$ cat config.mk
export PLATFORM = sky130hd
export DESIGN_NAME = otter_crypto_cu
export DESIGN_NICKNAME = d
export VERILOG_FILES = /design/src/rtl/otter_crypto_pkg.sv /design/src/rtl/otter_crypto_round_ctr.sv /design/src/rtl/otter_crypto_cu.sv
export SDC_FILE = /design/constraint.sdc
export NUM_CORES = 1
export LEC_CHECK = 0
export CAP_MARGIN = 20
export CORE_MARGIN = 10
export CORE_UTILIZATION = 39
export DETAILED_ROUTE_END_ITERATION = 8
export PLACE_DENSITY = 0.83
export SETUP_SLACK_MARGIN = 0.1
export SLEW_MARGIN = 15
export SYNTH_ARGS = -nofsm -noshare
export SYNTH_HDL_FRONTEND = slang
export SYNTH_SLANG_ARGS = --single-unit
$ cat constraint.sdc
create_clock -name CLK -period 3.39 [get_ports CLK]
set_clock_uncertainty 0.2 [all_clocks]
set_input_delay 0.678 -clock CLK [delete_from_list [all_inputs] [get_ports CLK]]
set_output_delay 0.678 -clock CLK [all_outputs]
set_load 0.005 [all_outputs]
$ cat src/rtl/otter_crypto_pkg.sv
// Shared types and constants for the OTTER crypto control unit: opcodes,
// crypto func3 encodings, FSM states and register-file write-mux selects.
package otter_crypto_pkg;

   typedef enum logic [6:0] {
      OP_LUI    = 7'b0110111,
      OP_AUIPC  = 7'b0010111,
      OP_JAL    = 7'b1101111,
      OP_JALR   = 7'b1100111,
      OP_BRANCH = 7'b1100011,
      OP_LOAD   = 7'b0000011,
      OP_STORE  = 7'b0100011,
      OP_IMM    = 7'b0010011,
      OP_REG    = 7'b0110011,
      ENCRY     = 7'b0011100
   } opcode_t;

   typedef enum logic [2:0] {
      F3_KEYSEL  = 3'b001,
      F3_ENCRYPT = 3'b010,
      F3_DECRYPT = 3'b011
   } crypto_func3_t;

   typedef enum logic [1:0] {
      IDLE,
      ISSUE,
      ROUND,
      WB
   } cu_state_t;

   localparam logic [2:0] WR_SEL_CRYPTO  = 3'd4;
   localparam logic [2:0] WR_SEL_DEFAULT = 3'd3;

endpackage

$ cat src/rtl/otter_crypto_round_ctr.sv
// Round counter for the crypto control unit: synchronous clear, increment,
// and a terminal-count flag raised on the last round (NUM_ROUNDS-1).
module otter_crypto_round_ctr #(
   parameter int NUM_ROUNDS = 8,
   parameter int RW         = $clog2(NUM_ROUNDS) + 1
) (
   input  logic          clk,
   input  logic          rst,
   input  logic          clr,
   input  logic          inc,
   output logic [RW-1:0] cnt,
   output logic          tc
);

   always_ff @(posedge clk or posedge rst) begin
      if (rst)
         cnt <= '0;
      else if (clr)
         cnt <= '0;
      else if (inc)
         cnt <= cnt + RW'(1);
   end

   assign tc = (cnt == RW'(NUM_ROUNDS - 1));

endmodule

$ cat src/rtl/otter_crypto_cu.sv
// OTTER crypto control unit: decodes ENCRY instructions, sequences the crypto
// engine and writes back the result. Decrypt support: OTTER_CRYPTO_DECRYPT_EN.
module otter_crypto_cu
   import otter_crypto_pkg::*;
#(
   parameter int NUM_ROUNDS = 8,
   parameter int KEY_SLOTS  = 4
) (
   input  logic                          CLK,
   input  logic                          RST,
   input  logic [6:0]                    CU_OPCODE,
   input  logic [2:0]                    CU_FUNC3,
   input  logic [6:0]                    CU_FUNC7,
   input  logic                          INSTR_VALID,
   input  logic                          INT_TAKEN,
   input  logic                          ENG_READY,
   input  logic                          ENG_DONE,
   output logic                          CU_STALL,
   output logic                          CRYPTO_SEL,
   output logic                          ENG_START,
   output logic [$clog2(NUM_ROUNDS):0]   ENG_ROUND,
   output logic [$clog2(KEY_SLOTS)-1:0]  KEY_SLOT,
   output logic [2:0]                    CU_RF_WR_SEL,
   output logic                          RF_WR_EN,
   output logic                          BUSY,
   output logic                          ILLEGAL
);

   localparam int RW = $clog2(NUM_ROUNDS) + 1;
   localparam int KW = $clog2(KEY_SLOTS);

   cu_state_t     state;
   logic          enc_hit;
   logic          op_keysel;
   logic          op_run;
   logic          crypto_sel_q;
   logic          illegal_q;
   logic [KW-1:0] key_slot_q;
   logic          ctr_clr;
   logic          ctr_inc;
   logic          ctr_tc;
   logic [RW-1:0] ctr_cnt;
   logic          func7_unused;

   // Only the low slot-index bits of func7 carry meaning.
   assign func7_unused = ^CU_FUNC7;

   assign enc_hit   = INSTR_VALID && (CU_OPCODE == ENCRY) && !INT_TAKEN && (state == IDLE);
   assign op_keysel = (CU_FUNC3 == F3_KEYSEL);
`ifdef OTTER_CRYPTO_DECRYPT_EN
   assign op_run    = (CU_FUNC3 == F3_ENCRYPT) || (CU_FUNC3 == F3_DECRYPT);
`else
   assign op_run    = (CU_FUNC3 == F3_ENCRYPT);
`endif

   always_ff @(posedge CLK or posedge RST) begin
      if (RST) begin
         state        <= IDLE;
         key_slot_q   <= '0;
         crypto_sel_q <= 1'b0;
         illegal_q    <= 1'b0;
      end else begin
         illegal_q <= 1'b0;
         case (state)
            IDLE: begin
               if (enc_hit) begin
                  if (op_keysel) begin
                     key_slot_q <= CU_FUNC7[KW-1:0];
                  end else if (op_run) begin
`ifdef OTTER_CRYPTO_DECRYPT_EN
                     crypto_sel_q <= CU_FUNC3[0];
`else
                     crypto_sel_q <= 1'b0;
`endif
                     state <= ISSUE;
                  end else begin
                     illegal_q <= 1'b1;
                  end
               end
            end
            ISSUE: if (ENG_READY) state <= ROUND;
            ROUND: if (ENG_DONE && ctr_tc) state <= WB;
            WB:    state <= IDLE;
            default: state <= IDLE;
         endcase
      end
   end

   // Counter restarts at the engine handshake and again once the result is written.
   assign ctr_clr = ((state == ISSUE) && ENG_READY) || (state == WB);
   assign ctr_inc = (state == ROUND) && ENG_DONE && !ctr_tc;

   otter_crypto_round_ctr #(
      .NUM_ROUNDS (NUM_ROUNDS),
      .RW         (RW)
   ) u_round_ctr (
      .clk (CLK),
      .rst (RST),
      .clr (ctr_clr),
      .inc (ctr_inc),
      .cnt (ctr_cnt),
      .tc  (ctr_tc)
   );

   // Stall covers the accept cycle combinationally so decode holds the instruction.
   assign CU_STALL     = (state == ISSUE) || (state == ROUND) || (enc_hit && op_run);
   assign ENG_START    = (state == ISSUE);
   assign RF_WR_EN     = (state == WB);
   assign CU_RF_WR_SEL = (state == WB) ? WR_SEL_CRYPTO : WR_SEL_DEFAULT;
   assign BUSY         = (state != IDLE);
   assign ENG_ROUND    = ctr_cnt;
   assign KEY_SLOT     = key_slot_q;
   assign CRYPTO_SEL   = crypto_sel_q;
   assign ILLEGAL      = illegal_q;

endmodule

==> results of run 1 <==
-- flip-flops by register name, indices dropped and copies added (netlist names) --
name             cells
ILLEGAL              1
u_round_ctr.cnt      4
state                2
KEY_SLOT             2
-- cell usage in the layout (no fill, tap or decap), types with 2 or more instances in the layout --
| master | Yosys | final |
|---|---|---|
| inv_1 | 6 | 6 |
| mux2_1 | 2 | 2 |
| xnor2_1 | 2 | 2 |
| nand4_1 | 2 | 2 |
| nor2_1 | 5 | 5 |
| a21oi_1 | 2 | 2 |
| dfrtp_1 | 9 | 9 |
| clkdlybuf4s50_1 | 0 | 30 |
| ha_1 | 5 | 5 |
| buf_4 | 3 | 2 |
| nand2_1 | 2 | 2 |
| clkbuf_4 | 0 | 3 |
| and3_1 | 2 | 2 |
| xor2_1 | 2 | 2 |
-- worst max path at each step --
stage	slack (ns)	end	cells after the start
floorplan	0.86	CU_STALL	3
global placement	-0.1	CU_STALL	5
detailed placement	-0.12	CU_STALL	5
CTS	0.14	CU_STALL	5
global route	0.11	CU_STALL	5
finish	0.16	CU_STALL	5
-- layout make-up --
class,count,share of cell area [%]
timing repair buffer,33,33.1
multi-input combinational,43,37.0
tap,16,2.04
sequential,9,22.9
inverter,6,2.29
clock buffer,4,2.67
-- logic make-up after synthesis --
group,after synthesis,share of synthesized area (%)
compound gates,5,4.95
xor+xnor,4,5.55
fa+ha+maj,5,9.90
buf+inv,9,7.13
flops,9,35.6
mux,4,6.93
other cells,1,0.593
simple gates,24,29.3
-- per-stage QoR --
stage,utilization (%),TNS (ns)
2_1_floorplan,-,0
3_3_place_gp,62.6,-0.0954
5_1_grt,64.5,0
6_report,64.5,0
4_1_cts,64.3,0
3_5_place_dp,62.6,-0.123
-- per-layer routing --
| layer | GRT usage, % | up-vias | wire (um) |
|---|---|---|---|
| met5 | 0 | - | 0 |
| met4 | 0.962 | 0 | 0 |
| met3 | 5.30 | 0 | 161 |
| met2 | 14.4 | 19 | 817 |
| met1 | 9.05 | 249 | 618 |
| li1 | - | 277 | - |
-- critical path, cell delays in order --
cell	delay (ns)
clkdlybuf4s50_1	0.48
or3b_4	0.38
or4_4	0.43
o21bai_1	0.16
clkdlybuf4s15_1	0.23
-- power breakdown --
| part | switching, uW | internal (uW) |
|---|---|---|
| Combinational | 78.7 | 106 |
| Sequential | 12.5 | 120 |
| Clock | 31.4 | 45.0 |
-- what timing repair did --
| action | in CTS | in global routing |
|---|---|---|
| resized for setup | 1 | 2 |
| hold endpoints to repair | 0 | 0 |
| setup endpoints to repair | 1 | 1 |
| buffers inserted | 0 | 0 |
==> impl_metrics.py, run 1 <==
metrics = {
    "timing": {
        "period_needed_ns": 3.23,
        "post-route-period-util_pct": 95.3,
        "finalHoldViolations": 0,
        "setup_viol": 0,
        "hold_ws_ns": 0.300,
        "worst_slack_ns": 0.161,
        "fmax_mhz": 310,
        "rsz0062_at_grt": "false",
        "slew_viol_final": 0,
    },
    "grt": {
        "grt.overflow.total": 0,
        "grt_pass1_vias": 539,
        "grt_first_pass_wirelength_um": 2440,
        "grt_start_max_net_pins": 10,
        "antenna_found_initial": 0,
        "grt_usage_pct": 8.53,
    },
    "synthesis": {
        "ys.flop_type": "dfrtp_1",
        "synthCells": 61,
        "ys_warn_count": 0,
        "synth.most_common_cell": "dfrtp_1",
        "synth.area.top_cells": "dfrtp_1, ha_1, nand4bb_4",
        "synth.net_count": 89,
        "synth_seq_cells": 9,
        "synth.distinct_cells": 30,
        "yosysTopAreaCell": "dfrtp_1",
        "async_flop_share_pct": 100,
        "synth_common_cells": "dfrtp_1, inv_1, ha_1, nor2_1, buf_4",
        "synth_edf_count": 0,
        "yosysSeqAreaShare_pct": 35.6,
        "synth_area_um2": 632,
        "syn_avg_cell_area_um2": 10.4,
        "synth_top_area_share_pct": 35.6,
    },
    "critical_path": {
        "worst_ep_required_time_ns": 2.51,
        "crit_path_end_kind": "output port",
        "regToRegEndpoint": "KEY_SLOT[0]$_DFFE_PP0P_",
        "timing.rr.start": "state[0]$_DFFE_PP0P_",
        "cp.arrival_ns": 2.35,
        "ff2ff_path_depth": 7,
        "r2r_slack_ns": 0.95,
        "start_kind": "primary input",
        "critical_path_class": "primary input to output port",
        "critPathLaunch": "CU_OPCODE[2]",
        "path_max_fanout": 2,
    },
    "clock_tree": {
        "cts_tree": "built",
        "holdBufCountCts": 0,
        "clk_latency_ns": 0.25,
        "root_buffer": "clkbuf_4",
        "clk_path_buf_depth": 2,
        "cts.sinks": 9,
        "clk_pin_slew_worst_paths_ns": 0.05,
        "numCtsBuffers": 3,
        "htree_levels": 1,
    },
    "power": {
        "p_per_area_nw_per_um2": 401,
        "power_uw": 394,
        "p_leak_uw": 0.000440,
        "ir_drop_v": 0.000405,
    },
    "place": {
        "portBuffers": 31,
        "dp.cells": 107,
        "place_area_um2": 955,
        "place_ws_ns": -0.123,
        "post-dp-hpwl_um": 1430,
        "gp_routability_congestion": 0.669,
    },
    "min_path": {
        "min_path_cells": 1,
        "hold_end": "KEY_SLOT[1]$_DFFE_PP0P_",
        "hold_path_class": "flop to flop",
        "worstHoldStart": "KEY_SLOT[1]$_DFFE_PP0P_",
    },
    "die": {
        "rows": 14,
        "start_util_pct": 41.5,
        "die_x_um": 60.3,
        "coreArea_um2": 1520,
        "die_height_um": 60.3,
        "die_area_um2": 3630,
        "boundaryPins": 38,
    },
    "drt": {
        "drt_wl_total_um": 1600,
        "drtIter0Drc": 6,
        "final_antenna_net_count": 0,
        "drc": 0,
        "vias_per_cell": 4.91,
        "wl_per_cell_um": 14.4,
        "drt-pass1-iter-count": 3,
        "vias": 545,
    },
    "job": {
        "drv_cap": 0,
    },
    "final_layout": {
        "fin_cells": 111,
        "multi_input_area_um2": 364,
        "fin_area_um2": 983,
        "nets": 124,
        "areaGrowthSynthToFinish_pct": 55.6,
        "diodes": 0,
        "layout-drive-gt1-share_pct": 11.6,
        "register_area_um2": 225,
        "fillers": 127,
    },
    "outcome": {
        "status": "completed",
    },
}
Power figures use the tool's default switching activity.
==> run 2: changes to the inputs <==
- CORE_MARGIN: 10 -> default
==> impl_metrics.py, run 2 (synthesized netlist as in run 1, its figures left out) <==
metrics = {
    "clock_tree": {
        "clk_pin_slew_worst_paths_ns": 0.06,
        "htree_levels": 1,
        "clk_path_buf_depth": 2,
        "clk_latency_ns": 0.26,
        "root_buffer": "clkbuf_4",
        "post_cts_buffers": 0,
        "cts.sinks": 9,
        "numCtsBuffers": 3,
        "cts_tree": "built",
        "holdBufCountCts": 0,
    },
    "final_layout": {
        "layout-drive-gt1-share_pct": 13.7,
        "regMostFlops": "u_round_ctr.cnt",
        "largest_register_ffs": 4,
        "nets": 124,
        "fillers": 114,
        "diodes": 0,
        "final_common_cell": "clkdlybuf4s50_1",
        "final_cell_mix": "clkdlybuf4s50_1, dfrtp_1, inv_1",
        "fin_area_um2": 980,
        "areaGrowthSynthToFinish_pct": 55.0,
        "fin_cells": 111,
    },
    "timing": {
        "rsz0062_at_grt": "false",
        "setup_viol": 0,
        "fin_tns_setup_ns": 0,
        "slew_viol_final": 0,
        "post-route-period-util_pct": 92.6,
        "period_needed_ns": 3.14,
        "hold_ws_ns": 0.291,
        "fmax_mhz": 319,
        "worst_slack_ns": 0.252,
        "finalHoldViolations": 0,
    },
    "drt": {
        "final_antenna_net_count": 0,
        "vias_per_cell": 4.98,
        "drc": 0,
        "drt-pass1-iter-count": 4,
        "drt_wl_total_um": 1260,
        "vias": 553,
        "drtIter0Drc": 6,
        "wl_per_cell_um": 11.3,
    },
    "power": {
        "p_per_area_nw_per_um2": 397,
        "ir_drop_v": 0.000240,
        "p_leak_uw": 0.000442,
    },
    "grt": {
        "grt_pass1_vias": 571,
        "grt_start_max_net_pins": 10,
        "grt_usage_pct": 16.7,
        "grt_first_pass_wirelength_um": 2260,
        "grt.overflow.total": 0,
        "antenna_found_initial": 0,
    },
    "die": {
        "coreArea_um2": 1510,
        "die_x_um": 42.3,
        "rows": 14,
        "die_area_um2": 1790,
        "boundaryPins": 38,
        "start_util_pct": 41.9,
        "die_height_um": 42.3,
    },
    "job": {
        "drv_cap": 0,
    },
    "critical_path": {
        "worst_ep_required_time_ns": 2.51,
        "crit_path_end_kind": "output port",
        "critPathTopFamily": "simple AND/OR/NAND/NOR gates",
        "start_kind": "primary input",
        "r2r_slack_ns": 0.94,
        "regToRegEndpoint": "KEY_SLOT[1]$_DFFE_PP0P_",
        "cp.arrival_ns": 2.26,
        "crit_buf_inv": 2,
        "ff2ff_path_depth": 7,
        "slowest_stage": "clkdlybuf4s50_1",
        "crit_chain": "clkdlybuf4s50_1, or3b_4, or4_4, o21bai_1, clkbuf_2",
        "path_max_fanout": 2,
        "max_stage_delay_ns": 0.48,
        "critical_path_class": "primary input to output port",
        "timing.rr.start": "state[0]$_DFFE_PP0P_",
    },
    "min_path": {
        "min_path_cells": 1,
        "hold_end": "KEY_SLOT[0]$_DFFE_PP0P_",
        "hold_path_class": "flop to flop",
        "worstHoldStart": "KEY_SLOT[0]$_DFFE_PP0P_",
    },
    "place": {
        "dp.cells": 107,
        "gp_routability_congestion": 0.778,
        "place_ws_ns": -0.133,
        "place_area_um2": 955,
        "portBuffers": 31,
        "post-dp-hpwl_um": 1080,
    },
    "outcome": {
        "status": "completed",
    },
}
==> run 2: worst max path at each step <==
| stage | cells past startpoint | start | slack [ns] | endpoint |
|---|---|---|---|---|
| 3_5_place_dp | 5 | CU_OPCODE[2] | -0.13 | CU_STALL |
| 5_1_grt | 5 | CU_OPCODE[2] | 0.18 | CU_STALL |
| 2_1_floorplan | 3 | CU_OPCODE[1] | 0.86 | CU_STALL |
| 3_3_place_gp | 5 | CU_OPCODE[2] | -0.1 | CU_STALL |
| 4_1_cts | 5 | CU_OPCODE[2] | 0.13 | CU_STALL |
| 6_report | 5 | CU_OPCODE[2] | 0.25 | CU_STALL |
==> run 2: through the flow <==
step                      utilization [%]  power [uW]
after floorplan                         -         228
after global placement               63.4         314
after detailed placement             63.4         319
after CTS                            65.1         398
after global routing                 65.0         427
final                                65.0         389
==> run 2: worst reg2reg max path, stage by stage, from the launching register on <==
cell and delay [ns]:
dfrtp_1 0.41, inv_1 0.11, ha_1 0.22, inv_1 0.09
or4_4 0.54, buf_4 0.16, nor4b_4 0.24, mux2_1 0.36
==> run 2: cell type report <==
cell class / instances / area, um2 / share of cell area, %
Multi-Input combinational cell: 43 / 364 / 37.2
Timing Repair Buffer: 33 / 320 / 32.7
Sequential cell: 9 / 225 / 23.0
Clock buffer: 3 / 22.5 / 2.30
Inverter: 6 / 22.5 / 2.30
Tap cell: 16 / 20.0 / 2.04
Clock inverter: 1 / 5.00 / 0.511
==> run 2: power breakdown <==
| group | total [uW] | internal [uW] | leakage, uW | switching, uW |
|---|---|---|---|---|
| logic | 176 | 102 | 0.000300 | 74.4 |
| clock network | 79.8 | 43.4 | 0.0000177 | 36.4 |
| registers | 133 | 120 | 0.000124 | 12.8 |
| total | 389 | 265 | 0.000442 | 124 |
==> run 2: layer usage <==
| layer | up-vias | share of wire [%] | global-route usage (%) |
|---|---|---|---|
| met5 | - | 0 | 0 |
| met1 | 256 | 43 | 20.3 |
| li1 | 279 | - | - |
| met3 | 4 | 3.7 | 2.59 |
| met2 | 14 | 50 | 25.5 |
| met4 | 0 | 3.3 | 14.4 |
==> run 2: repair_timing <==
action                     in CTS  in global routing
gates resized for setup         1                  3
pin swaps                       1                  1
setup endpoints to repair       1                  1
cloned                          0                  0
==> run 3: changes to the inputs <==
- SLEW_MARGIN: 15 -> default
==> results of run 3 <==
Same layout as run 2: the final DEF is identical, and so are final timing and power.
==> patch: new RTL, settings of run 3 <==
`KEY_SLOTS`: 4 -> 16.
--- a/src/rtl/otter_crypto_cu.sv
+++ b/src/rtl/otter_crypto_cu.sv
@@ -5,5 +5,5 @@
 #(
    parameter int NUM_ROUNDS = 8,
-   parameter int KEY_SLOTS  = 4
+   parameter int KEY_SLOTS  = 16
 ) (
    input  logic                          CLK,
Interface: changed (resized KEY_SLOT); port bits go from 38 to 40. No check against the original RTL was run, so the function may have changed too.
==> patch against run 3 <==
- count of clock-buffer cells in the layout up 1
- synthesized area grew 2.4%
- cell area up 6.8%
- setup slack improved by 0.24 ns
- sequential cell count increased by 2
- register-to-register slack better by 0.52 ns
- routed wire length rose by 6.7%
- total power grew 21%
- critical path type unchanged
==> patch: results (changes against run 3) <==
[status]
status = finished, final reports clean

[placed_design]
placed_area_sq_um = 995  ; +4.2%
dp_hpwl_microns = 1120  ; +4.0%
place.gp.congestion = 0.721  ; -7.3%
dp_slack_ns = 0.0864  ; +0.220 ns
port_buffers = 35  ; +13%

[logic_synthesis]
yosys-top-cells-count = dfrtp_1, inv_1, nor2_1
yosys-top-cells-area = dfrtp_1, ha_1, mux2_2
yosys.cell_types.count = 26  ; -13%
yosysSeqAreaShare = 0.426  ; +0.0691

[layout]
nets = 128  ; +3.2%
fillers = 116  ; +1.8%
drive_gt1_frac = 0.0909  ; -0.0459
final_cells = 115  ; +3.6%
buf_share = 0.344  ; +0.0176
multi_input_cells = 42  ; -2.3%
syn_to_final_growth_pct = 61.7
multi_input_comb_area_sq_um = 342  ; -6.2%
nNonClkBuffers = 36  ; +9.1%

[routing]
viasPerCell = 5.00  ; +0.36%
routedWlPerCell_microns = 11.6  ; +3.0%

[grt]
grt_start_max_net_pins = 12  ; +2
met3_usage = 0.0128  ; -0.0131
met1_usage = 0.232  ; +0.0287
grtUsageTotal = 0.172  ; +0.00447
grt_pass1_wl_microns = 2410  ; +6.7%
grt_pass1_vias = 584  ; +2.3%

[worst_setup_path]
arrival_ns = 2.02  ; -0.24 ns

[clock_tree]
numClockSinks = 11  ; +2

[power_and_ir_drop]
p_leak_nw = 0.513  ; +16%
ir_worst_vdd_v = 0.000294  ; +22%

[floorplanning]
die_area_sq_um = 1830  ; +2.3%

-- patch: path summary, 6_finish.rpt --
kind                              startpoint  slack (ns)                 end  cells after the start
worst max-delay path            CU_OPCODE[4]        0.49            CU_STALL                      6
worst min-delay path             KEY_SLOT[3]        0.31         KEY_SLOT[3]                      1
worst max register to register      state[0]        1.46         KEY_SLOT[1]                      6
worst min register to register   KEY_SLOT[3]        0.31         KEY_SLOT[3]                      1
max in group asynchronous                RST        2.21  u_round_ctr.cnt[3]                      2
min in group asynchronous                RST        0.50            state[0]                      2
-- patch: kinds of logic (layout without fill, tap and decap cells) --
| kind of cell | after synthesis | in the layout | synth area share |
|---|---|---|---|
| AOI/OAI and AO/OA | 5 | 5 | 0.0580 |
| xor gates and xnor gates | 4 | 4 | 0.0542 |
| adders and majority gates | 5 | 5 | 0.0967 |
| buffers and inverters | 9 | 46 | 0.0696 |
| DFF | 11 | 11 | 0.426 |
| muxes | 6 | 6 | 0.103 |
| other | 1 | 1 | 0.00580 |
| and+or+nand+nor | 21 | 21 | 0.188 |
-- patch: report_power, final --
group          switching, mW  internal [mW]  total (mW)
clock                 0.0397         0.0454      0.0851
combinational         0.0906          0.130       0.221
sequential            0.0171          0.148       0.165
-- patch: worst max-delay path: stages --
cell and delay, ns:
clkdlybuf4s50_1 0.46, nor4bb_4 0.26, and4b_1 0.25, nand2_1 0.08, o21bai_1 0.14, dlymetal6s2s_1 0.15
-- patch: repair_timing --
action	in CTS	in global routing
setup endpoints to repair	1	1
buffers inserted	1	0
gates resized for setup	0	3
gates cloned	0	0
pin swaps	1	1
-- patch: routing by layer --
metal	routed length, microns	vias up
met4	12	0
met1	631	273
met3	49	2
li1	-	283
met5	0	-
met2	647	17
